<file path="src/rtl/uart_pkg.sv">
// Shared UART definitions: parity mode constants, FSM state encoding and a
// parity helper, used by both the receive and transmit paths.
package uart_pkg;

   localparam int PARITY_NONE = 0;
   localparam int PARITY_ODD  = 1;
   localparam int PARITY_EVEN = 2;

   typedef enum logic [2:0] {
      ST_IDLE      = 3'd0,
      ST_START     = 3'd1,
      ST_DATA      = 3'd2,
      ST_PAR       = 3'd3,
      ST_STOP      = 3'd4,
      ST_WAIT_IDLE = 3'd5
   } uart_state_e;

   // Parity bit a well-formed frame carries, given the XOR of its data bits.
   function automatic logic parity_bit(input logic data_xor, input int mode);
      return (mode == PARITY_ODD) ? ~data_xor : data_xor;
   endfunction

endpackage

</file>
<file path="src/rtl/uart_rx_sampler.sv">
// Per-bit timing for the UART receiver: an OSR-tick counter, a 2-of-3
// majority vote around mid-bit, and a bit_done strobe on the deciding tick.
module uart_rx_sampler
   import uart_pkg::*;
#(
   parameter int OSR = 16
) (
   input  logic i_clk,
   input  logic i_rst,
   input  logic i_en,
   input  logic i_rx_s,
   input  logic i_start,     // this tick is tick 0 of a start bit
   input  logic i_run,       // a frame is in progress
   output logic o_bit_done,  // deciding tick of the current bit
   output logic o_bit_val    // majority value, valid with o_bit_done
);

   localparam int CW = $clog2(OSR);
   localparam logic [CW-1:0] T_LAST = CW'(OSR - 1);
   localparam logic [CW-1:0] T_A    = CW'(OSR / 2 - 1);
   localparam logic [CW-1:0] T_B    = CW'(OSR / 2);
   localparam logic [CW-1:0] T_C    = CW'(OSR / 2 + 1);

   logic [CW-1:0] cnt_q, cnt_d;
   logic [1:0]    smp_q, smp_d;

   // Tick counter and capture of the first two majority samples.
   always_comb begin
      cnt_d = cnt_q;
      smp_d = smp_q;
      if (i_en) begin
         if (i_start) begin
            cnt_d = CW'(1);
         end else if (i_run) begin
            cnt_d = (cnt_q == T_LAST) ? '0 : cnt_q + 1'b1;
         end else begin
            cnt_d = '0;
         end
         if (i_run && (cnt_q == T_A)) smp_d[0] = i_rx_s;
         if (i_run && (cnt_q == T_B)) smp_d[1] = i_rx_s;
      end
   end

   // Counter and sample registers.
   always_ff @(posedge i_clk or posedge i_rst) begin
      if (i_rst) begin
         cnt_q <= '0;
         smp_q <= 2'b11;
      end else begin
         cnt_q <= cnt_d;
         smp_q <= smp_d;
      end
   end

   // The third sample is the live line on the deciding tick.
   assign o_bit_done = i_en & i_run & (cnt_q == T_C);
   assign o_bit_val  = (smp_q[0] & smp_q[1]) | (smp_q[0] & i_rx_s) | (smp_q[1] & i_rx_s);

endmodule

</file>
<file path="src/rtl/uart_rx_frame.sv">
// UART receive framer: synchronizes the line, walks start/data/parity/stop
// bits, and presents each word with parity, framing and break flags.
module uart_rx_frame
   import uart_pkg::*;
#(
   parameter int OSR       = 16,
   parameter int DATA_BITS = 8,
   parameter int PARITY    = 0,
   parameter int STOP_BITS = 1
) (
   input  logic                 i_clk,
   input  logic                 i_rst,
   input  logic                 i_en,
   input  logic                 i_rx,
   output logic [DATA_BITS-1:0] o_data,
   output logic                 o_valid,
   output logic                 o_parity_err,
   output logic                 o_frame_err,
   output logic                 o_break,
   output logic                 o_busy
);

   if ((OSR < 4) || ((OSR % 2) != 0)) begin : g_bad_osr
      $fatal(1, "uart_rx_frame: OSR must be even and at least 4");
   end
   if ((DATA_BITS < 5) || (DATA_BITS > 9)) begin : g_bad_data_bits
      $fatal(1, "uart_rx_frame: DATA_BITS must be in 5..9");
   end
   if ((PARITY != PARITY_NONE) && (PARITY != PARITY_ODD) && (PARITY != PARITY_EVEN)) begin : g_bad_parity
      $fatal(1, "uart_rx_frame: PARITY must be 0, 1 or 2");
   end
   if ((STOP_BITS != 1) && (STOP_BITS != 2)) begin : g_bad_stop_bits
      $fatal(1, "uart_rx_frame: STOP_BITS must be 1 or 2");
   end

   localparam logic [3:0] LAST_DATA = 4'(DATA_BITS - 1);
   localparam logic [3:0] LAST_STOP = 4'(STOP_BITS - 1);

   // Handshake: o_valid is a one-cycle strobe with no back-pressure; o_data and
   // the three error flags are stable from that cycle until the next strobe.

   logic [1:0]           sync_q;
   logic                 rx_s;
   uart_state_e          state_q, state_d;
   logic [3:0]           bcnt_q, bcnt_d;
   logic [DATA_BITS-1:0] shift_q, shift_d;
   logic                 all_low_q, all_low_d;
   logic                 perr_acc_q, perr_acc_d;
   logic                 ferr_acc_q, ferr_acc_d;
   logic [DATA_BITS-1:0] data_q, data_d;
   logic                 valid_q, valid_d;
   logic                 perr_q, perr_d;
   logic                 ferr_q, ferr_d;
   logic                 brk_q, brk_d;
   logic                 smp_start, smp_run;
   logic                 bit_done, bit_val;
   logic                 ferr_now, low_now;

   // Two-flop synchronizer on the asynchronous line, idling high.
   always_ff @(posedge i_clk or posedge i_rst) begin
      if (i_rst) sync_q <= 2'b11;
      else       sync_q <= {sync_q[0], i_rx};
   end
   assign rx_s = sync_q[1];

   uart_rx_sampler #(.OSR(OSR)) u_sampler (
      .i_clk      (i_clk),
      .i_rst      (i_rst),
      .i_en       (i_en),
      .i_rx_s     (rx_s),
      .i_start    (smp_start),
      .i_run      (smp_run),
      .o_bit_done (bit_done),
      .o_bit_val  (bit_val)
   );

   // Frame FSM next state, shift register and output capture.
   always_comb begin
      state_d    = state_q;
      bcnt_d     = bcnt_q;
      shift_d    = shift_q;
      all_low_d  = all_low_q;
      perr_acc_d = perr_acc_q;
      ferr_acc_d = ferr_acc_q;
      data_d     = data_q;
      perr_d     = perr_q;
      ferr_d     = ferr_q;
      brk_d      = brk_q;
      valid_d    = 1'b0;
      smp_start  = 1'b0;
      smp_run    = 1'b0;
      ferr_now   = ferr_acc_q | ~bit_val;
      low_now    = all_low_q & ~bit_val;
      case (state_q)
         ST_IDLE: begin
            if (i_en && !rx_s) begin
               smp_start  = 1'b1;
               state_d    = ST_START;
               bcnt_d     = '0;
               all_low_d  = 1'b1;
               perr_acc_d = 1'b0;
               ferr_acc_d = 1'b0;
            end
         end
         ST_START: begin
            smp_run = 1'b1;
            if (bit_done) state_d = bit_val ? ST_IDLE : ST_DATA;
         end
         ST_DATA: begin
            smp_run = 1'b1;
            if (bit_done) begin
               shift_d   = {bit_val, shift_q[DATA_BITS-1:1]};
               all_low_d = low_now;
               if (bcnt_q == LAST_DATA) begin
                  bcnt_d  = '0;
                  state_d = (PARITY != PARITY_NONE) ? ST_PAR : ST_STOP;
               end else begin
                  bcnt_d = bcnt_q + 1'b1;
               end
            end
         end
         ST_PAR: begin
            smp_run = 1'b1;
            if (bit_done) begin
               perr_acc_d = (bit_val != parity_bit(^shift_q, PARITY));
               all_low_d  = low_now;
               state_d    = ST_STOP;
            end
         end
         ST_STOP: begin
            smp_run = 1'b1;
            if (bit_done) begin
               if (bcnt_q == LAST_STOP) begin
                  valid_d = 1'b1;
                  data_d  = shift_q;
                  perr_d  = perr_acc_q;
                  ferr_d  = ferr_now;
                  brk_d   = ferr_now & low_now;
                  bcnt_d  = '0;
                  state_d = ferr_now ? ST_WAIT_IDLE : ST_IDLE;
               end else begin
                  ferr_acc_d = ferr_now;
                  all_low_d  = low_now;
                  bcnt_d     = bcnt_q + 1'b1;
               end
            end
         end
         ST_WAIT_IDLE: begin
            if (i_en && rx_s) state_d = ST_IDLE;
         end
         default: state_d = ST_IDLE;
      endcase
   end

   // Frame state and output registers.
   always_ff @(posedge i_clk or posedge i_rst) begin
      if (i_rst) begin
         state_q    <= ST_IDLE;
         bcnt_q     <= '0;
         shift_q    <= '0;
         all_low_q  <= 1'b0;
         perr_acc_q <= 1'b0;
         ferr_acc_q <= 1'b0;
         data_q     <= '0;
         valid_q    <= 1'b0;
         perr_q     <= 1'b0;
         ferr_q     <= 1'b0;
         brk_q      <= 1'b0;
      end else begin
         state_q    <= state_d;
         bcnt_q     <= bcnt_d;
         shift_q    <= shift_d;
         all_low_q  <= all_low_d;
         perr_acc_q <= perr_acc_d;
         ferr_acc_q <= ferr_acc_d;
         data_q     <= data_d;
         valid_q    <= valid_d;
         perr_q     <= perr_d;
         ferr_q     <= ferr_d;
         brk_q      <= brk_d;
      end
   end

   assign o_data       = data_q;
   assign o_valid      = valid_q;
   assign o_parity_err = perr_q;
   assign o_frame_err  = ferr_q;
   assign o_break      = brk_q;
   assign o_busy       = (state_q != ST_IDLE);

endmodule

</file>
<file path="config.mk">
export PLATFORM = sky130hd
export DESIGN_NAME = uart_rx_frame
export DESIGN_NICKNAME = d
export VERILOG_FILES = /design/src/rtl/uart_pkg.sv /design/src/rtl/uart_rx_sampler.sv /design/src/rtl/uart_rx_frame.sv
export SDC_FILE = /design/constraint.sdc
export NUM_CORES = 1
export LEC_CHECK = 0
export ABC_CLOCK_PERIOD_IN_PS = 5400
export CORE_MARGIN = 5
export CORE_UTILIZATION = 35
export CTS_CLUSTER_DIAMETER = 150
export DETAILED_ROUTE_END_ITERATION = 10
export GPL_TIMING_DRIVEN = 0
export PLACE_DENSITY = 0.51
export SYNTH_ARGS = -nofsm -noshare
export SYNTH_HDL_FRONTEND = slang
export SYNTH_SLANG_ARGS = --single-unit
</file>
<file path="constraint.sdc">
create_clock -name i_clk -period 5.4 [get_ports i_clk]
set_input_delay 1.08 -clock i_clk [delete_from_list [all_inputs] [get_ports i_clk]]
set_output_delay 1.08 -clock i_clk [all_outputs]
set_load 0.02 [all_outputs]
</file>
; Yosys cells after proc, flatten, opt, wreduce, memory -nomap -nowiden
; Cells that the tools add are included.
[word_totals]
regBits = 38
input_bits = 4
word_cells = 110
output_inout_bits = 13
[op_classes]
n_eq_ne = 21
bitwise_logic = 11
reduce_logical = 24
addsub = 2
n_mux = 37
[ops]
columns = operator, n
row1 = $mux W4, 8
row2 = $mux W3, 9
row3 = $ne A2 B2 Y1 const B, 9
row4 = $pmux W3 S6, 1
row5 = $mux W1, 14
row6 = $eq A4 B4 Y1 const B, 3
row7 = $pmux W4 S3, 1
row8 = $reduce_bool A3 Y1, 3
row9 = $add A4 B1 Y4 const B, 2
row10 = $eq A4 B3 Y1 const B, 2
row11 = $reduce_and A4 Y1, 2
row12 = $reduce_and A8 Y1, 1
row13 = $reduce_xor A8 Y1, 1
row14 = $and A1 B1 Y1, 7
row15 = $eq A3 B2 Y1 const B, 2
row16 = $eq A3 B3 Y1 const B, 2
row17 = $reduce_and A2 Y1, 3
row18 = $reduce_and A3 Y1, 2
row19 = $reduce_and A5 Y1, 1
row20 = $logic_and A1 B1 Y1, 4
row21 = $logic_not A4 Y1, 1
row22 = $pmux W1 S2, 2
row23 = $reduce_bool A2 Y1, 2
row24 = $reduce_or A4 Y1, 1
row25 = other kinds (10), 12

; Logic depth before layout (Yosys ltp)
; Gate-level depths: netlist of the first run.
[depth]
ltp_word = 9
ltp_mapped = 8
depth_no_buf = 6

; Hierarchy
; Synthesis of the first run repeated with hierarchy kept, for this count alone.
[unflattened]
cells_unflattened = 183
hier_area_um2 = 1996.9
[by_module_without_submodules]
columns = mod, area_each_um2, instances, cells_per_inst
row1 = uart_rx_frame, 1637.8, 1, 147
row2 = uart_rx_sampler, 359.1, 1, 36

; Worst setup path before layout of the first run
; Ideal clock, no wire load.
[synth_path]
path_kind = input-to-reg
startpoint = input port i_en
endpoint = register state_q[1]
cell_stages = 4
path_slack_ns = 3.202
n_path_buf = 1
required_ns = 5.273
arrival_time_ns = 2.071
cell_sequence = clkbuf_1 > a2111o_1 > nand3_2 > mux2_1
[synth_between]
elab_chain_len = 4
[synth_lines]
columns = item, line_no
row1 = start: declaration, uart_rx_frame.sv:13  ; input logic i_en,
row2 = $and A1 B1 Y1 (2 in series), uart_rx_sampler.sv:56  ; assign o_bit_done = i_en & i_run & (cnt_q == T_C);
row3 = $ne A2 B2 Y1 (no line), n/a
row4 = $reduce_and A8 Y1 (no line) *, n/a
row5 = end signal: assignment, uart_rx_frame.sv:170  ; state_q <= state_d;
row6 = end: declaration, uart_rx_frame.sv:44  ; uart_state_e state_q, state_d;
; Every way passes the cells marked *; elsewhere a longest branch is shown, timed or not.
; A chain may end at the register's enable or synchronous reset.

; Worst setup path in the final report of the first run
[layout_path]
startpoint = register state_q[0]
endpoint = output port o_busy
[layout_between]
elab_chain_len = 1
[layout_lines]
columns = item, line_no
row1 = $reduce_bool A3 Y1, uart_rx_frame.sv:189  ; assign o_busy = (state_q != ST_IDLE);
row2 = end: declaration, uart_rx_frame.sv:20  ; output logic o_busy
; Every way passes these cells.

==> flow_summary_export.csv, run 1 <==
group,metric,value,unit
route,postRouteAntennaNets,0,
power,max_rail_drop_vdd,200.0,µV
timing,maxClockFrequency,0.3550,GHz
timing,setup_slack,2.583,ns
logic_synthesis,synth-main-ff-cell,"sky130_fd_sc_hd__dfrtp_1",
hold_path,hold_path_depth,0,
cells_and_area,num_antenna_cells,0,
timing,post-route-min-period,2.817,ns
worst_setup_path,critical_path_arrival,1.74,ns
route,dr.pass1.iters,4,
power,design_power_total,0.0008973,W
logic_synthesis,synthesis.yosys.warnings,0,
route,wl,3810,µm
worst_setup_path,setup.worst_path.start_class,"register",
cells_and_area,nets,204,
clocking,cts_hold_buf,0,
floorplanning,die-height,85.65,µm
place,placement.setup.worst_slack,2.522,ns
cells_and_area,areaGrowthSynthToFinish,17.05,%
timing,tns,0,ns
logic_synthesis,yosys_register_bits,38,
timing,rsz_0062_raised_after_global_routing,"false",
floorplanning,dieWidth,85.65,µm
clocking,clock_sink_count,38,
floorplanning,die_area,0.007336,mm²
timing,setup-violations-final,0,
flow_run,max_cap_violations,0,
cells_and_area,layout.core_utilization,42.32,%
worst_setup_path,rrSetupSlack,3.38,ns
clocking,clock_latency,0.29,ns
logic_synthesis,synthArstFlopShare,100.0,%
clocking,cts_buffer_depth,2,
logic_synthesis,synthDistinctLibCells,52,
clocking,post_cts_resize_count,0,
clocking,tritoncts,"done",
place,io_buffers,16,
grt,globalRoute.totalOverflow,0,
worst_setup_path,critical_path_required,4.32,ns
timing,tightest_slew,0.7866,ns
hold_path,origin_of_the_worst_min_delay_path,"sync_q[0]",
place,detailedPlacementHpwl,2776,µm
hold_path,class_of_the_tightest_hold_or_removal_check,"reg -> reg",
route,route.detailed.vias_per_inst,5.090,
place,routabilityCongestion,0.8138,
route,drc_errors,0,
route,drt-wirelength-per-cell,14.22,µm
worst_setup_path,critPathCaptureType,"primary output",
logic_synthesis,syn-num-nets,181,
logic_synthesis,syn-cell-area,0.002003,mm²
logic_synthesis,synth_seq_area_share,47.72,%
floorplanning,initial_core_util,36.16,%
grt,global_router_s_overall_resource_usage,11.16,%
clocking,clock_tree.htree_level_count,2,
clocking,clockRootBuffer,"sky130_fd_sc_hd__clkbuf_8",
worst_setup_path,worst-r2r-cell-count,6,
clocking,worst_setup_hold_path_clk_slew,0.07,ns
timing,timing.final.crit_share,52.17,%
hold_path,timing.hold.worst_endpoint,"sync_q[1]",
timing,final-hold-violation-count,0,
floorplanning,fp-row-count,27,
grt,grt_max_degree,39,
clocking,post_cts.repair.setup_buffers,0,
timing,drv_slew,0,
timing,slew_headroom,47.49,%
clocking,cts_inserted_buffers,5,
status,run_status,"completed",
logic_synthesis,synth-edff-count,0,
floorplanning,boundaryPins,17,
worst_setup_path,critical_path_class,"reg -> out",
worst_setup_path,critical_path.reg2reg.endpoint,"state_q[1]",
grt,antenna_found_initial,0,
worst_setup_path,crit_fanout,10,
floorplanning,core-area,0.005540,mm²
route,detail_route.iter0.violations,70,
power,cellLeakagePower,1.061,nW
logic_synthesis,synth_area_per_cell,11.65,µm²
worst_setup_path,reg2reg_from,"bcnt_q[0]",
grt,first_global_vias,1320,
grt,grt_first_pass_wirelength,6410,µm
cells_and_area,post_route_cells_drive_above_1_share,22.96,%
route,dr_total_vias,1364,
power,power_density,382.7,mW/mm²
timing,fin_worst_skew,0.005200,ns
logic_synthesis,syn-instance-count,172,
sequential cells by signal, indices dropped and copies added, names as in the netlist:
register and cells:
all_low_q 1, bcnt_q 4, ferr_acc_q 1, o_break 1, o_data 8, o_frame_err 1, o_parity_err 1, o_valid 1
perr_acc_q 1, shift_q 8, state_q 3, sync_q 2, u_sampler.cnt_q 4, u_sampler.smp_q 2
where the power goes:
| group | leakage (nW) | switching (W) | total, W | internal (W) |
|---|---|---|---|---|
| clock | 0.0482 | 0.0000932 | 0.000196 | 0.000103 |
| combinational | 0.512 | 0.000192 | 0.000342 | 0.000150 |
| sequential | 0.500 | 0.0000341 | 0.000360 | 0.000326 |
| total | 1.06 | 0.000319 | 0.000897 | 0.000578 |
area by class of cell:
type | count | area, µm²
Buffer | 7 | 67.56
Clock buffer | 7 | 86.33
Clock inverter | 1 | 5.005
Fill cell | 539 | 3196
Inverter | 12 | 45.04
Multi-Input combinational cell | 115 | 934.6
Sequential cell | 38 | 955.9
Tap cell | 72 | 90.09
Timing Repair Buffer | 16 | 160.2
cell usage in the layout, fill, tap and decap left out, types with 4 or more instances in the layout:
| cell type | Yosys | final |
|---|---|---|
| sky130_fd_sc_hd__nor3_1 | 6 | 6 |
| sky130_fd_sc_hd__nand2_1 | 11 | 11 |
| sky130_fd_sc_hd__o21ai_0 | 8 | 8 |
| sky130_fd_sc_hd__a21oi_1 | 4 | 4 |
| sky130_fd_sc_hd__mux2_4 | 5 | 5 |
| sky130_fd_sc_hd__clkdlybuf4s50_1 | 0 | 16 |
| sky130_fd_sc_hd__inv_1 | 12 | 11 |
| sky130_fd_sc_hd__dfstp_2 | 4 | 4 |
| sky130_fd_sc_hd__clkbuf_8 | 0 | 6 |
| sky130_fd_sc_hd__mux2_2 | 15 | 15 |
| sky130_fd_sc_hd__xnor2_1 | 6 | 6 |
| sky130_fd_sc_hd__nand3_1 | 6 | 6 |
| sky130_fd_sc_hd__dfrtp_1 | 34 | 34 |
| sky130_fd_sc_hd__ha_1 | 5 | 5 |
metal layers:
metal	global-route usage [%]	share of wire, %	vias up
li1	-	-	661
met1	14.81	47	672
met2	17.02	47	26
met3	4.035	4.7	5
met4	3.453	0.94	0
met5	0	0	-
Yosys cell counts (all sizes together), types with 2 or more instances:
cell    number  area (µm²)
xnor2        6       52.55
ha           5       62.56
a31o         2       17.52
nor3b        2       15.01
nand2       11       41.29
dfstp        4       105.1
o211ai       2       15.01
nand3        7       40.04
mux2        21       255.2
nor3         6       30.03
nand4b       3       26.28
a21oi        4       20.02
nand3b       3       22.52
nor2         2       7.510
inv         12       45.04
o21a         3       22.52
dfrtp       34       850.8
and2b        2       16.27
nor2b        3       18.77
o21ai        8       40.04
mux2i        2       20.02
buf          6       63.81
metrics by stage:
stage | std cells | area, µm² | hold slack, ns
detailed placement | 260 | 2253 | 0.3513
global route | 268 | 2345 | 0.3671
CTS | 268 | 2345 | 0.3615
global placement | 260 | 2253 | 0.3458
floorplan | 172 | 2003 | 0.3452
finish | 268 | 2345 | 0.3584
worst max-delay path: stages (launching register included):
cell and delay [ns]:
sky130_fd_sc_hd__dfrtp_1 0.38, sky130_fd_sc_hd__buf_6 0.14, sky130_fd_sc_hd__nor3_1 0.24, sky130_fd_sc_hd__inv_1 0.14, sky130_fd_sc_hd__clkdlybuf4s50_1 0.56
how the worst max path moves through the flow:
stage / from / endpoint / slack [ns] / depth (start not counted)
4_1_cts: state_q[0] / o_busy / 2.56 / 4
3_5_place_dp: i_en / bcnt_q[0] / 2.52 / 5
6_report: state_q[0] / o_busy / 2.58 / 4
3_3_place_gp: i_en / bcnt_q[0] / 2.53 / 5
2_1_floorplan: i_en / state_q[1] / 3.20 / 4
5_1_grt: state_q[0] / o_busy / 2.44 / 4
cells by family after synthesis:
logic type	count (synthesis)	share of synthesized area, %
and+or+nand+nor	49	14.74
DFF	38	47.72
AOI/OAI and AO/OA	29	10.37
muxes	23	13.74
buffers and inverters	19	5.621
xor gates and xnor gates	8	4.185
adders and majority gates	6	3.623
Power figures use the tool's default switching activity.
==> run 2: changes to the inputs <==
- ABC_CLOCK_PERIOD_IN_PS: 5400 -> 2400
- PLACE_DENSITY: 0.51 -> 0.53
- clock period: 5.4 -> 2.4 ns (I/O delays scaled with it)
==> run 2 against run 1 <==
Setup slack got worse by 2.4 ns. Clock skew up 0.0048 ns. Combinational power grew 130%. Die area did not move. Count of clock-buffer cells in the layout decreased by 1. Global-route usage barely moved. Non-clock buffer count unchanged. Final area rose by 0.16%. Critical path type unchanged. Critical endpoint unchanged.
==> flow_summary_export.csv, run 2 (synthesis gave the netlist of run 1 again) <==
group,metric,value,unit
route,wl,3724,µm
clocking,post_cts.repair.setup_buffers,0,
clocking,clock_tree.htree_level_count,2,
grt,global_router_s_overall_resource_usage,11.14,%
status,run_status,"completed",
grt,first_global_vias,1359,
worst_setup_path,critical_path_required,1.92,ns
cells_and_area,commonest_cells_after_routing_fill_and_taps_aside,"34 x sky130_fd_sc_hd__dfrtp_1, 16 x sky130_fd_sc_hd__clkdlybuf4s50_1, 15 x sky130_fd_sc_hd__mux2_2",
timing,setup-violations-final,0,
cells_and_area,mostFrequentLayoutCell,"sky130_fd_sc_hd__dfrtp_1",
worst_setup_path,critical_path_arrival,1.76,ns
timing,tightest_slew,0.7907,ns
clocking,clock_sink_count,38,
timing,tns,0,ns
clocking,cts_buffer_depth,2,
place,routabilityCongestion,0.7961,
power,design_power_total,0.002037,W
route,route.detailed.vias_per_inst,4.955,
route,wl_met3,130,µm
route,detail_route.iter0.violations,73,
timing,slew_headroom,47.21,%
timing,post-route-min-period,2.241,ns
power,power_density,867.1,mW/mm²
worst_setup_path,crit_fanout,10,
clocking,post_cts_resize_count,0,
timing,fin_worst_skew,0.01005,ns
worst_setup_path,critPathCaptureType,"primary output",
clocking,cts_hold_buf,0,
timing,drv_slew,0,
clocking,cts_inserted_buffers,5,
clocking,worst_setup_hold_path_clk_slew,0.08,ns
clocking,clock_latency,0.29,ns
route,dr_total_vias,1328,
floorplanning,die-height,85.65,µm
timing,post_route_hold_slack,0.3575,ns
floorplanning,initial_core_util,36.16,%
grt,antenna_found_initial,0,
timing,maxClockFrequency,0.4462,GHz
grt,grt_first_pass_wirelength,6575,µm
route,topRoutingLayerUsed,"met4",
floorplanning,core-area,0.005540,mm²
timing,rsz_0062_raised_after_global_routing,"false",
floorplanning,dieWidth,85.65,µm
floorplanning,fp-row-count,27,
route,dr.pass1.iters,4,
route,drt-wirelength-per-cell,13.90,µm
grt,globalRoute.totalOverflow,0,
route,postRouteAntennaNets,0,
timing,final-hold-violation-count,0,
floorplanning,boundaryPins,17,
cells_and_area,post_route_cells_drive_above_1_share,23.47,%
clocking,tritoncts,"done",
clocking,clockRootBuffer,"sky130_fd_sc_hd__clkbuf_8",
cells_and_area,num_antenna_cells,0,
timing,timing.final.crit_share,93.38,%
route,detail_route.wirelength.met1,1842,µm
hold_path,class_of_the_tightest_hold_or_removal_check,"reg -> reg",
route,drc_errors,0,
worst_setup_path,setup.worst_path.start_class,"register",
floorplanning,die_area,0.007336,mm²
place,detailedPlacementHpwl,2697,µm
route,met2WireLength,1697,µm
power,max_rail_drop_vdd,602.0,µV
grt,grt_max_degree,39,
cells_and_area,areaGrowthSynthToFinish,17.24,%
place,io_buffers,16,
cells_and_area,nets,204,
power,cellLeakagePower,1.060,nW
flow_run,max_cap_violations,0,
worst_setup_path,critical_path_class,"reg -> out",
==> run 2: critical path, cell delays in order, from the launching register on <==
cell	delay, ns
sky130_fd_sc_hd__dfrtp_1	0.37
sky130_fd_sc_hd__buf_6	0.14
sky130_fd_sc_hd__nor3_1	0.27
sky130_fd_sc_hd__inv_1	0.14
sky130_fd_sc_hd__clkdlybuf4s50_1	0.56
==> run 2: power breakdown <==
part	internal, W	total, W	switching (W)
Combinational	0.000340	0.000772	0.000433
Clock	0.000231	0.000456	0.000225
Sequential	0.000732	0.000808	0.0000762
==> run 2: final timing paths <==
path                           endpoint  slack, ns  cells after the start       start
max                              o_busy       0.16                      4  state_q[0]
min                           sync_q[1]       0.36                      0   sync_q[0]
max reg2reg                  state_q[1]       0.36                      6   bcnt_q[0]
min reg2reg                   sync_q[1]       0.36                      0   sync_q[0]
max in group asynchronous    shift_q[7]       1.22                      2       i_rst
min in group asynchronous  o_parity_err       0.67                      2       i_rst
==> run 2: cell type report <==
class                           instances  area, µm²
Fill cell                             535       3192
Sequential cell                        38      955.9
Multi-Input combinational cell        115      934.6
Timing Repair Buffer                   16      160.2
Tap cell                               72      90.09
Clock buffer                            6      82.58
Buffer                                  7      67.56
Inverter                               12      45.04
Clock inverter                          2      12.51
==> run 2: metrics by stage <==
stage	instances	util (%)	instance area, µm²	setup slack, ns
floorplan	172	-	2003	0.5354
global placement	260	40.67	2253	0.1382
detailed placement	260	40.67	2253	0.1546
CTS	268	42.39	2349	0.1458
global route	268	42.39	2349	0.04483
finish	268	42.39	2349	0.1590
==> run 2: layer usage <==
| metal | GRT usage, % | vias up |
|---|---|---|
| met5 | 0 | - |
| met4 | 3.885 | 0 |
| met3 | 2.882 | 5 |
| met2 | 17.16 | 18 |
| met1 | 15.16 | 640 |
| li1 | - | 665 |
